[config.mk]
export PLATFORM = sky130hd
export DESIGN_NAME = pll_lock_ctrl_flat
export DESIGN_NICKNAME = d
export VERILOG_FILES = /design/src/rtl/pll_lock_ctrl_if.sv /design/src/rtl/pll_lock_ctrl.sv /design/src/flat_wrapper.sv
export SDC_FILE = /design/constraint.sdc
export NUM_CORES = 1
export LEC_CHECK = 0
export ABC_AREA = 0
export BUFFER_PORTS_ARGS = -buffer_cell sky130_fd_sc_hd__clkbuf_2
export CORE_MARGIN = 10
export CORE_UTILIZATION = 65
export CTS_BUF_LIST = sky130_fd_sc_hd__clkbuf_4
export DETAILED_ROUTE_END_ITERATION = 10
export PLACE_DENSITY = 0.87
export SYNTH_ARGS = -nofsm -noshare
export SYNTH_HDL_FRONTEND = slang
export SYNTH_SLANG_ARGS = --single-unit
export TNS_END_PERCENT = 50
[constraint.sdc]
create_clock -name clk_160MHz -period 3.6 [get_ports clk_160MHz]
set_input_delay 0.54 -clock clk_160MHz [delete_from_list [all_inputs] [get_ports clk_160MHz]]
set_output_delay 0.54 -clock clk_160MHz [all_outputs]
set_load 0.02 [all_outputs]
[src/rtl/pll_lock_ctrl_if.sv]
// Control/status bundle between the PLL lock controller and its user.
// The controller owns the slave modport; the user (or a bench) owns the master modport.
interface pll_lock_ctrl_if;
    // No valid/ready handshake. start is a level enable and clr_lost is a
    // single-cycle pulse. instlock_in may change at any time and is
    // synchronized inside the controller. Every status output is registered.
    logic       start;
    logic       instlock_in;
    logic       clr_lost;
    logic       pll_enable;
    logic       pll_rst_b;
    logic       locked;
    logic       lock_lost;
    logic [7:0] relock_count;
    logic [1:0] state;

    modport master (
        output start, instlock_in, clr_lost,
        input  pll_enable, pll_rst_b, locked, lock_lost, relock_count, state
    );

    modport slave (
        input  start, instlock_in, clr_lost,
        output pll_enable, pll_rst_b, locked, lock_lost, relock_count, state
    );
endinterface

[src/rtl/pll_lock_ctrl.sv]
// PLL reset/lock sequencer with lock filtering, loss detection and a relock counter.
// Define PLL_LOCK_CTRL_TIMEOUT_EN to re-reset the PLL when WAIT_LOCK lasts too long.
module pll_lock_ctrl #(
    parameter int RST_CYCLES     = 16,
    parameter int LOCK_CYCLES    = 1024,
    parameter int UNLOCK_THRESH  = 4,
    parameter int TIMEOUT_CYCLES = 65535
) (
    input  logic            clk_160MHz,
    input  logic            rst_b,
    pll_lock_ctrl_if.slave  bus
);

    localparam int RW = $clog2(RST_CYCLES + 1);
    localparam int LW = $clog2(LOCK_CYCLES + 1);
    localparam int UW = $clog2(UNLOCK_THRESH + 1);

    typedef enum logic [1:0] {
        IDLE      = 2'd0,
        PLL_RST   = 2'd1,
        WAIT_LOCK = 2'd2,
        LOCKED    = 2'd3
    } state_t;

    state_t        stateQ;
    logic          syncQ;
    logic          instS;
    logic [RW-1:0] rstCnt;
    logic [LW-1:0] lockCnt;
    logic [UW-1:0] unlockCnt;
    logic          pllEnQ;
    logic          pllRstBQ;
    logic          lockedQ;
    logic          lockLostQ;
    logic [7:0]    relockQ;

    logic          lockHit;
    logic          unlockHit;
    logic          timeoutHit;
    logic [7:0]    relockBase;
    logic [7:0]    relockNext;

    always_ff @(posedge clk_160MHz or negedge rst_b) begin
        if (!rst_b) begin
            syncQ <= 1'b0;
            instS <= 1'b0;
        end else begin
            syncQ <= bus.instlock_in;
            instS <= syncQ;
        end
    end

    assign lockHit   = instS && (lockCnt == LW'(LOCK_CYCLES - 1));
    assign unlockHit = !instS && (unlockCnt == UW'(UNLOCK_THRESH - 1));

    // A clear arriving with a relock event counts from zero, so the event still lands.
    assign relockBase = bus.clr_lost ? 8'd0 : relockQ;
    assign relockNext = (relockBase == 8'hFF) ? 8'hFF : relockBase + 8'd1;

`ifdef PLL_LOCK_CTRL_TIMEOUT_EN
    localparam int TW = $clog2(TIMEOUT_CYCLES + 1);
    logic [TW-1:0] toCnt;

    // Runs only while waiting for lock; every other state holds it at zero.
    always_ff @(posedge clk_160MHz or negedge rst_b) begin
        if (!rst_b) begin
            toCnt <= '0;
        end else if (bus.start && (stateQ == WAIT_LOCK) && !timeoutHit && !lockHit) begin
            toCnt <= toCnt + TW'(1);
        end else begin
            toCnt <= '0;
        end
    end

    assign timeoutHit = (toCnt == TW'(TIMEOUT_CYCLES - 1));
`else
    localparam int unusedTimeoutCycles = TIMEOUT_CYCLES;
    assign timeoutHit = 1'b0;
`endif

    always_ff @(posedge clk_160MHz or negedge rst_b) begin
        if (!rst_b) begin
            stateQ    <= IDLE;
            rstCnt    <= '0;
            lockCnt   <= '0;
            unlockCnt <= '0;
            pllEnQ    <= 1'b0;
            pllRstBQ  <= 1'b0;
            lockedQ   <= 1'b0;
            lockLostQ <= 1'b0;
            relockQ   <= 8'd0;
        end else begin
            if (bus.clr_lost) begin
                lockLostQ <= 1'b0;
                relockQ   <= 8'd0;
            end
            if (!bus.start) begin
                stateQ    <= IDLE;
                rstCnt    <= '0;
                lockCnt   <= '0;
                unlockCnt <= '0;
                pllEnQ    <= 1'b0;
                pllRstBQ  <= 1'b0;
                lockedQ   <= 1'b0;
            end else begin
                case (stateQ)
                    IDLE: begin
                        stateQ    <= PLL_RST;
                        rstCnt    <= '0;
                        lockCnt   <= '0;
                        unlockCnt <= '0;
                        pllEnQ    <= 1'b1;
                        pllRstBQ  <= 1'b0;
                    end
                    PLL_RST: begin
                        if (rstCnt == RW'(RST_CYCLES - 1)) begin
                            stateQ   <= WAIT_LOCK;
                            rstCnt   <= '0;
                            lockCnt  <= '0;
                            pllRstBQ <= 1'b1;
                        end else begin
                            rstCnt <= rstCnt + RW'(1);
                        end
                    end
                    WAIT_LOCK: begin
                        if (lockHit) begin
                            stateQ    <= LOCKED;
                            lockedQ   <= 1'b1;
                            unlockCnt <= '0;
                        end else if (timeoutHit) begin
                            stateQ    <= PLL_RST;
                            rstCnt    <= '0;
                            lockCnt   <= '0;
                            unlockCnt <= '0;
                            pllRstBQ  <= 1'b0;
                            relockQ   <= relockNext;
                        end else begin
                            lockCnt <= instS ? lockCnt + LW'(1) : '0;
                        end
                    end
                    LOCKED: begin
                        if (unlockHit) begin
                            stateQ    <= PLL_RST;
                            rstCnt    <= '0;
                            lockCnt   <= '0;
                            unlockCnt <= '0;
                            pllRstBQ  <= 1'b0;
                            lockedQ   <= 1'b0;
                            lockLostQ <= 1'b1;
                            relockQ   <= relockNext;
                        end else begin
                            unlockCnt <= instS ? '0 : unlockCnt + UW'(1);
                        end
                    end
                    default: stateQ <= IDLE;
                endcase
            end
        end
    end

    assign bus.pll_enable   = pllEnQ;
    assign bus.pll_rst_b    = pllRstBQ;
    assign bus.locked       = lockedQ;
    assign bus.lock_lost    = lockLostQ;
    assign bus.relock_count = relockQ;
    assign bus.state        = stateQ;

endmodule
[src/flat_wrapper.sv]
// flat-port wrapper written by rule: the top's interface ports become plain ports
module pll_lock_ctrl_flat 
#(
    parameter int RST_CYCLES     = 16,
    parameter int LOCK_CYCLES    = 1024,
    parameter int UNLOCK_THRESH  = 4,
    parameter int TIMEOUT_CYCLES = 65535
)
  (clk_160MHz, rst_b, bus_start, bus_instlock_in, bus_clr_lost, bus_pll_enable, bus_pll_rst_b, bus_locked, bus_lock_lost, bus_relock_count, bus_state);
  pll_lock_ctrl_if bus_i ();
  input  logic clk_160MHz;
  input  logic rst_b;
  input wire logic [$bits(bus_i.start)-1:0] bus_start;
  input wire logic [$bits(bus_i.instlock_in)-1:0] bus_instlock_in;
  input wire logic [$bits(bus_i.clr_lost)-1:0] bus_clr_lost;
  output wire logic [$bits(bus_i.pll_enable)-1:0] bus_pll_enable;
  output wire logic [$bits(bus_i.pll_rst_b)-1:0] bus_pll_rst_b;
  output wire logic [$bits(bus_i.locked)-1:0] bus_locked;
  output wire logic [$bits(bus_i.lock_lost)-1:0] bus_lock_lost;
  output wire logic [$bits(bus_i.relock_count)-1:0] bus_relock_count;
  output wire logic [$bits(bus_i.state)-1:0] bus_state;
  assign bus_i.start = bus_start;
  assign bus_i.instlock_in = bus_instlock_in;
  assign bus_i.clr_lost = bus_clr_lost;
  assign bus_pll_enable = bus_i.pll_enable;
  assign bus_pll_rst_b = bus_i.pll_rst_b;
  assign bus_locked = bus_i.locked;
  assign bus_lock_lost = bus_i.lock_lost;
  assign bus_relock_count = bus_i.relock_count;
  assign bus_state = bus_i.state;
  pll_lock_ctrl #(.RST_CYCLES(RST_CYCLES), .LOCK_CYCLES(LOCK_CYCLES), .UNLOCK_THRESH(UNLOCK_THRESH), .TIMEOUT_CYCLES(TIMEOUT_CYCLES)) u_core (.clk_160MHz(clk_160MHz), .rst_b(rst_b), .bus(bus_i));
endmodule
==> After elaboration in Yosys (flattened, before gate mapping) <==
Index checks and enable logic that the tools add are counted.
{ "word_totals": {"reg_bits": 35, "latchBits": 0, "ram_bits": 0, "rom_bits": 0, "output_inout_bits": 14, "wordCells": 78, "mem_count": 0} }
{ "op_classes": {"n_addsub": 4, "mul": 0, "div": 0, "order_cmp": 0, "eq_ne": 15, "shifts": 0, "n_mux": 38, "n_bitwise": 0, "reduce_logical": 10} }
{ "ops": {"columns": ["op", "count"], "rows": [
  ["two-way mux 11 bit", 5],
  ["case mux 11 bit (4 select lines)", 1],
  ["two-way mux 8 bit", 5],
  ["two-way mux 5 bit", 3],
  ["case mux 5 bit (3 select lines)", 1],
  ["two-way mux 3 bit", 4],
  ["AND reduction 3 bit", 4],
  ["adder 11 x 1 -> 11 bit, second input constant", 1],
  ["== test 11 x 10 -> 1 bit, second input constant", 1],
  ["two-way mux 1 bit", 11],
  ["inequality test 3 x 2 -> 1 bit, second input constant", 3],
  ["case mux 3 bit (3 select lines)", 1],
  ["adder 8 x 1 -> 8 bit, second input constant", 1],
  ["== test 8 bit, second input constant", 1],
  ["two-way mux 2 bit", 4],
  ["case mux 2 bit (4 select lines)", 1],
  ["adder 5 x 1 -> 5 bit, second input constant", 1],
  ["== test 5 x 4 -> 1 bit, second input constant", 1],
  ["== test 2 bit, second input constant", 2],
  ["inequality test 4 x 1 -> 1 bit, second input constant", 1],
  ["AND reduction 2 bit", 2],
  ["adder 3 x 1 -> 3 bit, second input constant", 1],
  ["== test 3 x 2 -> 1 bit, second input constant", 1],
  ["inequality test 3 x 1 -> 1 bit, second input constant", 1],
  ["other kinds (9)", 10]
]} }

==> Longest topological paths before layout <==
Gate-level depths: netlist of the first run.
{ "logic_depth": {"word_depth": 6, "mapped_depth": 8} }

==> Least setup slack after synthesis of the first run <==
No wires, ideal clock.
{ "synth_path": {"path_type": "register to register", "startpoint": "register u_core.stateQ[1], in the netlist u_core.bus.state[1]", "endpoint": "register u_core.lockCnt[1]", "arrival_time_ns": 1.914, "path_slack_ns": 1.567, "stages_incl_launch_ff": 9, "period_less_slack_ns": 2.033, "cell_sequence": "dfrtp_1 > inv_1 > ha_1 > and2_1 > a32o_2 > or2_1 > buf_6 > and3_1 > a31o_1"} }
{ "synth_via": {"elab_chain_len": 3, "word_cells_on_any_way": 10} }
{ "synth_lines": {"columns": ["element", "line_no", "text"], "rows": [
  ["start: declaration", "pll_lock_ctrl.sv:25", "state_t stateQ;"],
  ["start signal: assignment", "pll_lock_ctrl.sv:83", "stateQ <= IDLE;"],
  ["start signal: assignment", "pll_lock_ctrl.sv:98", "stateQ <= IDLE;"],
  ["start signal: assignment", "pll_lock_ctrl.sv:108", "stateQ <= PLL_RST;"],
  ["== test 2 bit, or another cell as far along", "pll_lock_ctrl.sv:106", "case (stateQ)"],
  ["case mux 11 bit (4 select lines), or another cell as far along", "pll_lock_ctrl.sv:106", null],
  ["two-way mux 11 bit or AND reduction 3 bit (tied branches)", null, null],
  ["end signal: assignment", "pll_lock_ctrl.sv:138", "lockCnt <= instS ? lockCnt + LW'(1) : '0;"],
  ["end: declaration", "pll_lock_ctrl.sv:29", "logic [LW-1:0] lockCnt;"]
]} }
Several ways; a longest one is shown, not always the timed one.
A chain may end at the register's enable or synchronous reset.

==> Final worst setup path of the first run <==
{ "layout_path": {"startpoint": "register u_core.lockCnt[0]", "endpoint": "register u_core.lockCnt[9]"} }
{ "layout_via": {"elab_chain_len": 5, "word_cells_on_any_way": 9} }
{ "layout_lines": {"columns": ["element", "line_no", "text"], "rows": [
  ["adder 11 x 1 -> 11 bit", "pll_lock_ctrl.sv:138", null],
  ["two-way mux 11 bit", "pll_lock_ctrl.sv:138", null],
  ["two-way mux 11 bit", "pll_lock_ctrl.sv:126", "if (lockHit) begin"],
  ["case mux 11 bit (4 select lines)", "pll_lock_ctrl.sv:106", null],
  ["two-way mux 11 bit", "pll_lock_ctrl.sv:97", "if (!bus.start) begin"]
]} }
Several ways; a longest one is shown, not always the timed one. The select of a mux whose other input is x is not followed.

==> run metrics, run 1 <==
status finished, final reports clean; Clock Path Buffers 2; Buf+Inv Stages, Crit Path 0; Via density 6.391; post-route insts no fill 256; required time worst endpoint 3.79 ns; crit path launch type register; Site Rows 19; Crit Path Max Fanout 8; Clock Skew 0.01860 ns; Routed WL 4.056 mm; TritonCTS Buffers 5; first-pass GRT wire length 7.044 mm; die outline width 74.55 um; Syn-to-layout area delta 8.603%; Starting Density 68.96%; die area 5558 um2; core area 2805 um2; Final Hold Fails 0; Fmax 437.8 MHz; Post-CTS Setup Repair Bufs 0; GR peak layer met2; DRC viols 0; H-tree level count 2; GR Overflow Total 0; leading cell type by number of instances after synthesis dfrtp_1; CTS Sinks 35; Synth top cells by count dfrtp_1 (35), nand2_1 (18), nand3_1 (15), inv_1 (14), o21ai_0 (12); Root Driver clkbuf_4; Relative slew margins 43.48%; number of synthesized flops with an enable pin 0; FF-to-FF Start u_core.lockCnt[0]; RePlAce Congestion 0.8340; worst hold path class in -> async; synth top area cells dfrtp_1 (45%), ha_1 (5.8%), nand3_1 (3.9%); internal cell power 640.8 uW; setup TNS 0 ns; largest net degree at the start of global routing 36; sequential share of power 46.9%; CTS-repair resized insts 0; post-synth cell types 49; Port Buf Inserts 18; gr usage total 16.01%; wire length per cell 15.84 um; crit-path leading delay family compound AO/OA/AOI/OAI gates; Post-DP HPWL 2.977 mm; share of cells above drive strength 1 14.22%; grt met3 use 4.654%; syn avg cell area 9.390 um2; met2 Use GR 26.61%; sw power 309.6 uW; ratio of final minimum period to clock period 63.45%; Combinational Power Share 24.7%; Reg2Reg Capture Point u_core.lockCnt[9]; synth warn 0; Largest stage delay, worst path 0.53 ns; placed insts 248; Worst VDD drop 0.3702 mV; CP Class reg -> reg; Synth Flop Type dfrtp_1; Worst-Skew Late Latency 0.35 ns; Die Span Y 74.55 um; initial antenna violation count 0; PnR worst setup slack 1.316 ns; critical path, cell by cell ha_1 > nand4_4 > nor4_4 > nor2_1 > o21ai_1 > o22ai_1; Synth area leader dfrtp_1; Power Total 950.4 uW; RSZ-0062 raised after global routing no; DRT Pass-1 Iters 4; Ports 19; power per cell area 452.4 nW/um2; hold buffers post-CTS 0; Post-Syn Nets 220; Setup violations, final 0; Synth Register Bits 35; Arr. time, crit path 2.47 ns; diodes inserted 0; sequential share of the synthesized area 45.28%; Cell Area, Synth 1934 um2; Max-Cap Viols 0; fin nets 238; Post-synth ARST share 100.0%; Final min period 2.284 ns; vias in the first global route 1,566; synthesized instance count 206; post-route ant nets 0; CTS tree done; M1 GR Usage 18.82%; CP endpoint kind register; Sw Share 32.57%; CP max stage cell o21ai_1; reg2reg path depth 6; Least-Margin Pin Slew 0.8479 ns; R2R setup slack 1.32 ns; Clock Power Share 28.4%; Via Count 1,636; Max Slew Vio Count 0; leakage 0.0009826 uW; Reg clk slew, reported paths 0.11 ns; Iter 0 DRT Violations 88; Yosys top cell area share 45.28%; DP Worst Slack 1.330 ns
==> worst max-delay path by stage <==
| stage | start | end | cells past startpoint |
|---|---|---|---|
| 3_3_place_gp | bus_start | u_core.lockCnt[9] | 6 |
| 3_5_place_dp | bus_start | u_core.lockCnt[9] | 6 |
| 2_1_floorplan | u_core.bus.state[1] | u_core.lockCnt[1] | 8 |
| 6_report | u_core.lockCnt[0] | u_core.lockCnt[9] | 6 |
| 5_1_grt | u_core.bus.state[1] | u_core.lockCnt[9] | 7 |
| 4_1_cts | u_core.lockCnt[0] | u_core.lockCnt[9] | 6 |
==> metal layers <==
metal	up-vias	routed length, um
li1	784	-
met1	773	1651
met2	69	2015
met3	10	312
met4	0	76
met5	-	0
==> layout make-up <==
| type | instances | area (um2) |
|---|---|---|
| inverters | 14 | 52.55 |
| well taps | 31 | 38.79 |
| clock buffers | 5 | 37.54 |
| flip-flops and latches | 35 | 875.8 |
| clock inverters | 3 | 38.79 |
| multi-input cells | 150 | 967.2 |
| fillers | 203 | 704.4 |
| repair buffers | 18 | 90.09 |
==> per-stage QoR <==
| stage | util (%) | cell area, um2 | hold WS [ns] |
|---|---|---|---|
| finish | 74.89 | 2101 | 0.2797 |
| global route | 74.89 | 2101 | 0.2800 |
| CTS | 74.89 | 2101 | 0.2992 |
| detailed placement | 72.17 | 2024 | 0.3413 |
| global placement | 72.17 | 2024 | 0.3367 |
| floorplan | - | 1934 | 0.2444 |
==> power by group through the flow <==
stage | logic [uW] | clock network, uW | registers [uW]
2_1_floorplan | 160 | 0 | 467
3_3_place_gp | 221 | 0 | 450
3_5_place_dp | 233 | 0 | 453
4_1_cts | 236 | 278 | 445
5_1_grt | 265 | 300 | 451
6_report | 234 | 270 | 446
==> cells in the final DEF, fill, tap and decap left out, types with 5 or more instances in the layout <==
| master | netlist | final |
|---|---|---|
| o21ai_0 | 12 | 12 |
| o22ai_1 | 9 | 9 |
| dfrtp_1 | 35 | 35 |
| nand2_1 | 18 | 18 |
| nand4_1 | 5 | 5 |
| nor2_1 | 11 | 11 |
| clkbuf_2 | 0 | 18 |
| nor3_1 | 6 | 6 |
| clkbuf_4 | 0 | 5 |
| nand3_1 | 15 | 15 |
| a21oi_1 | 10 | 10 |
| inv_1 | 14 | 14 |
| ha_1 | 9 | 9 |
==> cell families (layout without fill, tap and decap cells) <==
group           count (synthesis)  after routing  synth area share, %
compound gates                 54             54                17.79
xor+xnor                        1              1               0.4529
fa+ha+maj                       9              9                5.822
buf+inv                        21             40                4.721
flops                          35             35                45.28
mux                             1              1               0.5821
simple gates                   85             85                25.36
==> worst register-to-register path, cell delays in order (launching register included) <==
cell     delay [ns]
dfrtp_1        0.45
ha_1           0.32
nand4_4        0.16
nor4_4         0.36
nor2_1         0.13
o21ai_1        0.53
o22ai_1        0.18
==> flip-flops by register name (all words and copies together), names as in the netlist <==
register	count
u_core.bus.lock_lost	1
u_core.bus.locked	1
u_core.bus.pll_enable	1
u_core.bus.pll_rst_b	1
u_core.bus.relock_count	8
u_core.bus.state	2
u_core.instS	1
u_core.lockCnt	11
u_core.rstCnt	5
u_core.syncQ	1
u_core.unlockCnt	3
Power figures use the tool's default switching activity.
==> inputs of run 2 (changes only) <==
CORE_UTILIZATION = 61   (was 65)
PLACE_DENSITY = 0.82   (was 0.87)
clock period = 2.2 ns   (was 3.6 ns; I/O delays follow)
==> run 2 against run 1 <==
  * Clock power grew 25%
  * Critical path depth grew 1
  * Routed wire length shrank 2.9%
  * Final area grew 0.89%
  * Utilization shrank 5.5 points
  * First-iteration DRC count shrank 24%
  * Sequential share of layout area shrank 0.31 points
  * Worst setup slack lost 1.2 ns
==> run metrics, run 2 (synthesized netlist as in run 1, its figures left out) <==
status finished, final reports clean; largest net degree at the start of global routing 36; Die Span Y 76.31 um; RePlAce Congestion 0.8843; leakage 0.0009796 uW; die outline width 76.31 um; TritonCTS Buffers 5; largest register by flop count u_core.lockCnt; Worst-Skew Late Latency 0.34 ns; Via Count 1,613; Post-CTS Setup Repair Bufs 0; Clock Skew 0.009976 ns; Worst VDD drop 0.4747 mV; met2 Use GR 23.38%; FF-to-FF Start u_core.unlockCnt[0]; Arr. time, crit path 2.29 ns; gr usage total 14.41%; Via density 5.930; internal cell power 958.0 uW; fin nets 241; GR peak layer met2; worst hold path class in -> async; wire length per cell 14.48 um; Reg2Reg Capture Point u_core.lockCnt[1]; vias in the first global route 1,559; R2R setup slack 0.14 ns; Root Driver clkbuf_4; power per cell area 687.7 nW/um2; area post-placement 2063 um2; crit path launch type register; Final Hold Fails 0; core area 3053 um2; Power Total 1458 uW; sw power 499.6 uW; share of cells above drive strength 1 15.79%; first-pass GRT wire length 6.989 mm; Crit Path Max Fanout 9; CTS tree done; Largest stage delay, worst path 0.38 ns; Least-Margin Pin Slew 0.8605 ns; Sw Share 34.27%; final core occ 69.43%; hold_ws 0.07704 ns; DRT Pass-1 Iters 5; post-route cell area 2120 um2; ratio of final minimum period to clock period 93.72%; grt met3 use 6.014%; CP dominant cell by count ha_1; DP Worst Slack 0.1305 ns; Max-Cap Viols 0; M1 GR Usage 15.97%; reg2reg path depth 7; Reg clk slew, reported paths 0.10 ns; Ports 19; Max Slew Vio Count 0; Fmax 485.0 MHz; Setup violations, final 0; Relative slew margins 42.63%; Site Rows 20; Post-DP HPWL 2.905 mm; post-route ant nets 0; critical path, cell by cell ha_1 > ha_1 > nand2b_1 > a32o_2 > or2_1 > and3_1 > a31o_1; Combinational Power Share 27.0%; GR Overflow Total 0; CP Class reg -> reg; Port Buf Inserts 18; Final min period 2.062 ns; Clock Path Buffers 2; DRC viols 0; diodes inserted 0; Iter 0 DRT Violations 67; Syn-to-layout area delta 9.573%; max FFs per register 11; initial antenna violation count 0; most frequent cells in the layout dfrtp_1 (34), nand2_1 (18), clkbuf_2 (18); Starting Density 63.36%; CP endpoint kind register; required time worst endpoint 2.43 ns; PnR worst setup slack 0.1381 ns; commonest non-fill, non-tap cell in the layout dfrtp_1; Routed WL 3.939 mm; Clock Power Share 23.1%; H-tree level count 2; sequential share of power 49.9%; CTS Sinks 35; CP max stage cell dfrtp_1; die area 5823 um2
==> run 2: changes by cell type in the layout (fill, tap and decap cells not counted) <==
cell	change
buf_4	+3
bufinv_16	-1
clkbuf_4	+1
clkinv_1	+1
clkinv_2	-1
dfrtp_1	-1
dfrtp_2	+1
ha_1	-1
ha_2	+1
==> run 2: repair_timing <==
item                                   in CTS  in global routing
setup endpoints to repair                   0                  2
endpoints found under the hold margin       0                  0
hold buffers                                0                  0
resized for setup                           0                  2
==> run 2: metrics by stage <==
step / cells / TNS [ns]
2_1_floorplan: 206 / 0
3_3_place_gp: 264 / 0
3_5_place_dp: 264 / 0
4_1_cts: 272 / 0
5_1_grt: 272 / -0.007449
6_report: 272 / 0
==> run 2: worst max-delay path: cells and delay by family (launching register included) <==
family / cells / cell delay [ns]
AOI/OAI and AO/OA: 2 / 0.51
adders and majority gates: 2 / 0.36
DFF: 1 / 0.38
and+or+nand+nor: 3 / 0.70
==> run 2: power groups by stage <==
stage / Sequential [uW] / Clock (uW) / Combinational, uW
after floorplan: 764 / 0 / 262
after global placement: 735 / 0 / 381
after detailed placement: 739 / 0 / 393
after CTS: 725 / 355 / 395
after global routing: 737 / 386 / 446
final: 727 / 337 / 394
==> run 2: routing by layer <==
| metal | vias up | wire length [um] |
|---|---|---|
| li1 | 789 | - |
| met1 | 763 | 1741 |
| met4 | 0 | 82 |
| met3 | 10 | 279 |
| met5 | - | 0 |
| met2 | 51 | 1836 |
==> run 2: cell type report <==
type                            count  area (um2)
Clock buffer                        6       45.04
Clock inverter                      2       7.507
Fill cell                         256       933.4
Inverter                           14       52.55
Multi-Input combinational cell    150       969.7
Sequential cell                    35       877.1
Tap cell                           44       55.05
Timing Repair Buffer               21       112.6
==> run 2: how the worst max path moves through the flow <==
stage,to,start,slack [ns]
after floorplan,u_core.lockCnt[1],u_core.bus.state[1],0.17
after global placement,u_core.lockCnt[1],u_core.bus.state[1],0.25
after detailed placement,u_core.unlockCnt[0],u_core.lockCnt[0],0.13
after CTS,u_core.unlockCnt[0],u_core.lockCnt[0],0.13
after global routing,u_core.unlockCnt[0],u_core.lockCnt[0],-0.007
final,u_core.lockCnt[1],u_core.unlockCnt[0],0.14
